### src/rtl/sha256_pkg.sv
// rtl/sha256_pkg.sv - shared SHA-256 types, constants and sigma helpers
package sha256_pkg;

  typedef logic [31:0] word_t;

  localparam int WORDS_PER_BLOCK = 16;
  localparam int SCHED_LEN       = 64;

  typedef enum logic [0:0] {
    IDLE = 1'b0,
    RUN  = 1'b1
  } sched_state_t;

  function automatic word_t sigma0(word_t x);
    return {x[6:0], x[31:7]} ^ {x[17:0], x[31:18]} ^ (x >> 3);
  endfunction

  function automatic word_t sigma1(word_t x);
    return {x[16:0], x[31:17]} ^ {x[18:0], x[31:19]} ^ (x >> 10);
  endfunction

  function automatic word_t bswap32(word_t x);
    return {x[7:0], x[15:8], x[23:16], x[31:24]};
  endfunction

endpackage

### src/rtl/sha256_msg_schedule_if.sv
// rtl/sha256_msg_schedule_if.sv - block-in / schedule-word-out handshake bundle
interface sha256_msg_schedule_if;
  logic [511:0] block_in;
  logic         block_valid;
  logic         block_ready;
  logic [31:0]  w_data;
  logic [5:0]   w_idx;
  logic         w_valid;
  logic         w_last;
  logic         w_ready;

  modport master (
    output block_in, block_valid, w_ready,
    input  block_ready, w_data, w_idx, w_valid, w_last
  );

  modport slave (
    input  block_in, block_valid, w_ready,
    output block_ready, w_data, w_idx, w_valid, w_last
  );
endinterface

### src/rtl/sha256_sched_word.sv
// rtl/sha256_sched_word.sv - combinational W[t+16] from the sliding window
module sha256_sched_word
  import sha256_pkg::*;
(
  input  word_t w14,
  input  word_t w9,
  input  word_t w1,
  input  word_t w0,
  output word_t w_next
);

  assign w_next = sigma1(w14) + w9 + sigma0(w1) + w0;

endmodule

### src/rtl/sha256_msg_schedule.sv
// rtl/sha256_msg_schedule.sv - SHA-256 message schedule; SHA256_SCHED_BYTESWAP_EN byte-reverses loaded words
module sha256_msg_schedule
  import sha256_pkg::*;
(
  input  logic                        clk,
  input  logic                        rst_n,
  sha256_msg_schedule_if.slave        bus
);

  sched_state_t state_q, state_d;
  logic [5:0]   t_q, t_d;
  word_t        window_q [WORDS_PER_BLOCK];
  word_t        window_d [WORDS_PER_BLOCK];
  word_t        w_next;

  function automatic word_t load_word(word_t x);
`ifdef SHA256_SCHED_BYTESWAP_EN
    return bswap32(x);
`else
    return x;
`endif
  endfunction

  sha256_sched_word u_word (
    .w14    (window_q[14]),
    .w9     (window_q[9]),
    .w1     (window_q[1]),
    .w0     (window_q[0]),
    .w_next (w_next)
  );

  always_comb begin
    state_d  = state_q;
    t_d      = t_q;
    window_d = window_q;
    case (state_q)
      IDLE: begin
        if (bus.block_valid) begin
          for (int i = 0; i < WORDS_PER_BLOCK; i++) begin
            window_d[i] = load_word(bus.block_in[511-32*i -: 32]);
          end
          t_d     = 6'd0;
          state_d = RUN;
        end
      end
      RUN: begin
        if (bus.w_ready) begin
          for (int i = 0; i < WORDS_PER_BLOCK - 1; i++) begin
            window_d[i] = window_q[i+1];
          end
          window_d[WORDS_PER_BLOCK-1] = w_next;
          // t wraps to 0 after the last word, which is also the idle value
          t_d = t_q + 6'd1;
          if (t_q == 6'(SCHED_LEN - 1)) begin
            state_d = IDLE;
          end
        end
      end
      default: state_d = IDLE;
    endcase
  end

  always_ff @(posedge clk or negedge rst_n) begin
    if (!rst_n) begin
      state_q <= IDLE;
      t_q     <= 6'd0;
      for (int i = 0; i < WORDS_PER_BLOCK; i++) begin
        window_q[i] <= '0;
      end
    end else begin
      state_q  <= state_d;
      t_q      <= t_d;
      window_q <= window_d;
    end
  end

  assign bus.block_ready = (state_q == IDLE);
  assign bus.w_valid     = (state_q == RUN);
  assign bus.w_data      = window_q[0];
  assign bus.w_idx       = t_q;
  assign bus.w_last      = (state_q == RUN) && (t_q == 6'(SCHED_LEN - 1));

endmodule

### src/flat_wrapper.sv
// flat-port wrapper written by rule: the top's interface ports become plain ports
module sha256_msg_schedule_flat import sha256_pkg::*;
  (clk, rst_n, bus_block_in, bus_block_valid, bus_w_ready, bus_block_ready, bus_w_data, bus_w_idx, bus_w_valid, bus_w_last);
  sha256_msg_schedule_if bus_i ();
  input  logic clk;
  input  logic rst_n;
  input wire logic [$bits(bus_i.block_in)-1:0] bus_block_in;
  input wire logic [$bits(bus_i.block_valid)-1:0] bus_block_valid;
  input wire logic [$bits(bus_i.w_ready)-1:0] bus_w_ready;
  output wire logic [$bits(bus_i.block_ready)-1:0] bus_block_ready;
  output wire logic [$bits(bus_i.w_data)-1:0] bus_w_data;
  output wire logic [$bits(bus_i.w_idx)-1:0] bus_w_idx;
  output wire logic [$bits(bus_i.w_valid)-1:0] bus_w_valid;
  output wire logic [$bits(bus_i.w_last)-1:0] bus_w_last;
  assign bus_i.block_in = bus_block_in;
  assign bus_i.block_valid = bus_block_valid;
  assign bus_i.w_ready = bus_w_ready;
  assign bus_block_ready = bus_i.block_ready;
  assign bus_w_data = bus_i.w_data;
  assign bus_w_idx = bus_i.w_idx;
  assign bus_w_valid = bus_i.w_valid;
  assign bus_w_last = bus_i.w_last;
  sha256_msg_schedule u_core (.clk(clk), .rst_n(rst_n), .bus(bus_i));
endmodule
### config.mk
export PLATFORM = sky130hd
export DESIGN_NAME = sha256_msg_schedule_flat
export DESIGN_NICKNAME = d
export VERILOG_FILES = /design/src/rtl/sha256_pkg.sv /design/src/rtl/sha256_msg_schedule_if.sv /design/src/rtl/sha256_sched_word.sv /design/src/rtl/sha256_msg_schedule.sv /design/src/flat_wrapper.sv
export SDC_FILE = /design/constraint.sdc
export NUM_CORES = 1
export LEC_CHECK = 0
export CORE_ASPECT_RATIO = 0.75
export CORE_MARGIN = 2
export CORE_UTILIZATION = 39
export DETAILED_ROUTE_END_ITERATION = 6
export PLACE_DENSITY = 0.59
export SYNTH_ARGS = -nofsm -noshare
export SYNTH_HDL_FRONTEND = slang
export SYNTH_SLANG_ARGS = --single-unit
### constraint.sdc
create_clock -name clk -period 4.9 [get_ports clk]
set_input_delay 0.735 -clock clk [delete_from_list [all_inputs] [get_ports clk]]
set_output_delay 0.735 -clock clk [all_outputs]
set_load 0.01 [all_outputs]
==> flow_metrics.env <==
export IMPL_top_layer_used="met5"
export IMPL_synth_nets=3468
export IMPL_synth_warnings=0
export IMPL_crit_path_frequent_cell="fa_1"
export IMPL_dp_cells=4152
export IMPL_slew_headroom_pct=32.59
export IMPL_dr_wl_met2_um=45080
export IMPL_cpMaxStageDelayCell="fa_1"
export IMPL_cts_clk_slew_worst_paths_ps=60
export IMPL_fillers=6629
export IMPL_power_density_nw_per_um2=719.8
export IMPL_synth_fa_ha_area_share_pct=5.806
export IMPL_wire_per_inst_um=24.78
export IMPL_drc_errors=0
export IMPL_die_h_um=237.2
export IMPL_leakage_nw=18.54
export IMPL_min_period_ps=4615
export IMPL_crit_fanout=5
export IMPL_cp_end_kind="register"
export IMPL_hpwl_um=83270
export IMPL_synth_simple_gate_area_share_pct=7.878
export IMPL_antenna_found_initial=30
export IMPL_cp_start_kind="register"
export IMPL_setup_slack_ps=285.2
export IMPL_synth_area_per_cell_sq_um=9.892
export IMPL_register_area_sq_um=12990
export IMPL_pre_cts_ws_ps=252.4
export IMPL_seq_area_frac_synth_pct=45.94
export IMPL_grt_max_degree=182
export IMPL_fin_worst_skew_ps=42.71
export IMPL_synth_compound_area_share_pct=12.39
export IMPL_via_per_inst=5.178
export IMPL_nets=3862
export IMPL_ios=557
export IMPL_muxShareOfSynthArea_pct=17.35
export IMPL_overflow=0
export IMPL_first_pass_iters=5
export IMPL_tritoncts="yes"
export IMPL_root_buffer="clkbuf_16"
export IMPL_core_area_sq_um=71790
export IMPL_fin_crit_sh_pct=94.18
export IMPL_post_dp_cell_area_sq_um=34360
export IMPL_drtAntennaViolNets=0
export IMPL_gp_congestion=0.9278
export IMPL_min_path_type="primary input to asynchronous set/reset pin"
export IMPL_vias=22100
export IMPL_core_rowCount=85
export IMPL_grt_first_pass_wirelength_um=152300
export IMPL_initial_core_util_pct=39.38
export IMPL_ys_types=59
export IMPL_rsz0062_at_grt="false"
export IMPL_finalSetupViolations=0
export IMPL_cts_htree_levels=2
export IMPL_grt_pass1_vias=22430
export IMPL_status="finished clean"
export IMPL_fp_dieW_um=314.9
export IMPL_area_growth_pct=28.61
export IMPL_dieArea_sq_um=74680
export IMPL_hold_viol_final=0
export IMPL_synth_seq_cells=519
export IMPL_critPathRequiredTime_ps=5400
export IMPL_tightest_slew_ps=1011
export IMPL_cts_sinks=519
export IMPL_critPathKind="register to register"
export IMPL_syn_area_sq_um=28270
export IMPL_drv_slew=0
export IMPL_fmax_ghz=0.2167
export IMPL_synth_xor_area_share_pct=4.647
export IMPL_fin_area_sq_um=36360
export IMPL_cts_buffers=55
export IMPL_crit_chain="xnor2_1 > xnor2_2 > fa_1 > fa_1 > ha_1 > fa_1 > a211oi_2 > o211ai_2 > a221oi_2 > buf_4 > a21oi_2 > a31oi_4 > o21ai_1 > xnor2_1 > a221oi_1"
export IMPL_port_buffers=556
export IMPL_ir_drop_mv=0.5697
export IMPL_synth_top_family_by_area="multiplexers"
export IMPL_multi_input_area_sq_um=13600
export IMPL_ctsHoldBuffers=0
export IMPL_drt_total_wl_um=105800
export IMPL_grt_total_usage_pct=28.29
export IMPL_met1Wirelength_um=48040
export IMPL_p_total_w=0.02617
export IMPL_met3_length_um=10050
export IMPL_insertion_delay_ps=650
export IMPL_max_stage_delay_ps=510
export IMPL_cp_data_arrival_time_ps=5120
export IMPL_post_cts_buffers=0
export IMPL_fin_tns_setup_ps=0
export IMPL_post_cts_resize_count=0
export IMPL_ff2ff_path_depth=15
export IMPL_layout_drive_gt1_share_pct=5.002
export IMPL_cts_buffer_depth=3
export IMPL_dr_first_iter_drc_count=1800
export IMPL_finalNonFillerCells=4268
export IMPL_synth_cells=2858
export IMPL_max_cap_violations=0
area by class of cell:
class,count,share of cell area [%]
Clock buffer,76,4.501
Antenna cell,12,0.08259
Inverter,136,1.404
Clock inverter,28,0.8878
Tap cell,957,3.293
Multi-Input combinational cell,1944,37.41
Sequential cell,519,35.73
Timing Repair Buffer,596,16.70
cells by family after synthesis:
| logic type | count (synthesis) |
|---|---|
| DFF | 519 |
| AOI/OAI and AO/OA | 642 |
| buffers and inverters | 395 |
| and+or+nand+nor | 568 |
| xor gates and xnor gates | 150 |
| muxes | 490 |
| adders and majority gates | 94 |
routing by layer:
| metal | up-vias | track usage [%] |
|---|---|---|
| met2 | 657 | 40.95 |
| met5 | - | 0 |
| met4 | 30 | 7.186 |
| met1 | 10890 | 40.87 |
| met3 | 144 | 8.899 |
| li1 | 10380 | - |
final timing paths:
kind / from / endpoint / slack [ps]
setup / recovery: u_core.window_q[456]$_DFFE_PN0P_ / u_core.window_q[27]$_DFFE_PN0P_ / 290
hold reg to reg: u_core.window_q[400]$_DFFE_PN0P_ / u_core.window_q[400]$_DFFE_PN0P_ / 480
setup reg to reg: u_core.window_q[456]$_DFFE_PN0P_ / u_core.window_q[27]$_DFFE_PN0P_ / 290
hold / removal: rst_n / u_core.window_q[396]$_DFFE_PN0P_ / 190
min in group clk: u_core.window_q[400]$_DFFE_PN0P_ / u_core.window_q[400]$_DFFE_PN0P_ / 480
max in group asynchronous: rst_n / u_core.window_q[136]$_DFFE_PN0P_ / 3580
registers in the layout (all words and copies together) (netlist names):
register            cells
u_core.bus.w_idx        6
u_core.bus.w_data      32
u_core.bus.w_valid      1
u_core.window_q       480
cell usage in the layout, fill, tap and decap left out, types with 8 or more instances in the layout:
cell / n
a21oi_1: 45
nand3_1: 8
clkdlybuf4s50_1: 555
buf_12: 16
clkbuf_8: 16
inv_1: 136
clkinv_2: 19
mux2i_1: 490
fa_1: 62
dfrtp_1: 518
a22oi_1: 11
xnor2_1: 125
diode_2: 12
o21ai_0: 519
buf_4: 24
a21o_1: 17
xor2_1: 24
nor2_1: 22
clkbuf_16: 56
ha_1: 32
nand2_1: 511
per-stage QoR:
step | hold WS (ps) | util [%]
after detailed placement | 469.3 | 47.87
final | 185.2 | 50.65
after global placement | 458.3 | 47.87
after floorplan | 439.4 | -
after CTS | 195.6 | 50.60
after global routing | 228.3 | 50.63
worst max-delay path: cells and delay by family, from the launching register on:
family | cells | cell delay, ps
compound gates | 7 | 1470
fa+ha+maj | 4 | 1680
xor+xnor | 3 | 670
buf+inv | 1 | 200
flops | 1 | 450
power by group:
group | total (W) | switching [W] | internal, W
Clock | 0.00453 | 0.00188 | 0.00265
Sequential | 0.00668 | 0.00125 | 0.00543
Combinational | 0.0150 | 0.00890 | 0.00606
Yosys cell counts, drive strengths merged:
cell | instances | share of area [%]
buf | 85 | 1.8
dfrtp | 519 | 46
a211o | 1 | 0.031
o311ai | 1 | 0.058
xor2 | 24 | 0.74
nand3b | 1 | 0.027
a221oi | 5 | 0.18
nor2 | 23 | 0.33
nor2b | 7 | 0.15
o21ba | 1 | 0.035
o21a | 1 | 0.027
a211oi | 7 | 0.20
o22a | 2 | 0.062
o21bai | 4 | 0.11
a21oi | 47 | 0.86
o31ai | 3 | 0.097
mux2i | 490 | 17
a22o | 1 | 0.031
or2b | 1 | 0.027
nand2b | 3 | 0.066
a21o | 19 | 0.51
ha | 32 | 1.4
or2 | 2 | 0.053
and4 | 3 | 0.097
o41ai | 2 | 0.12
and2 | 1 | 0.022
and3 | 2 | 0.044
a31oi | 5 | 0.22
a22oi | 11 | 0.29
inv | 136 | 1.8
nand3 | 8 | 0.14
a221o | 1 | 0.035
fa | 62 | 4.4
clkbuf | 174 | 2.3
o211ai | 3 | 0.097
o221a | 1 | 0.040
o21ai | 523 | 9.3
nand2 | 512 | 6.8
nor3 | 1 | 0.018
a41oi | 1 | 0.031
nand4 | 4 | 0.088
xnor2 | 126 | 3.9
a32oi | 3 | 0.093
Note: power is estimated with default switching activity, not from simulation.
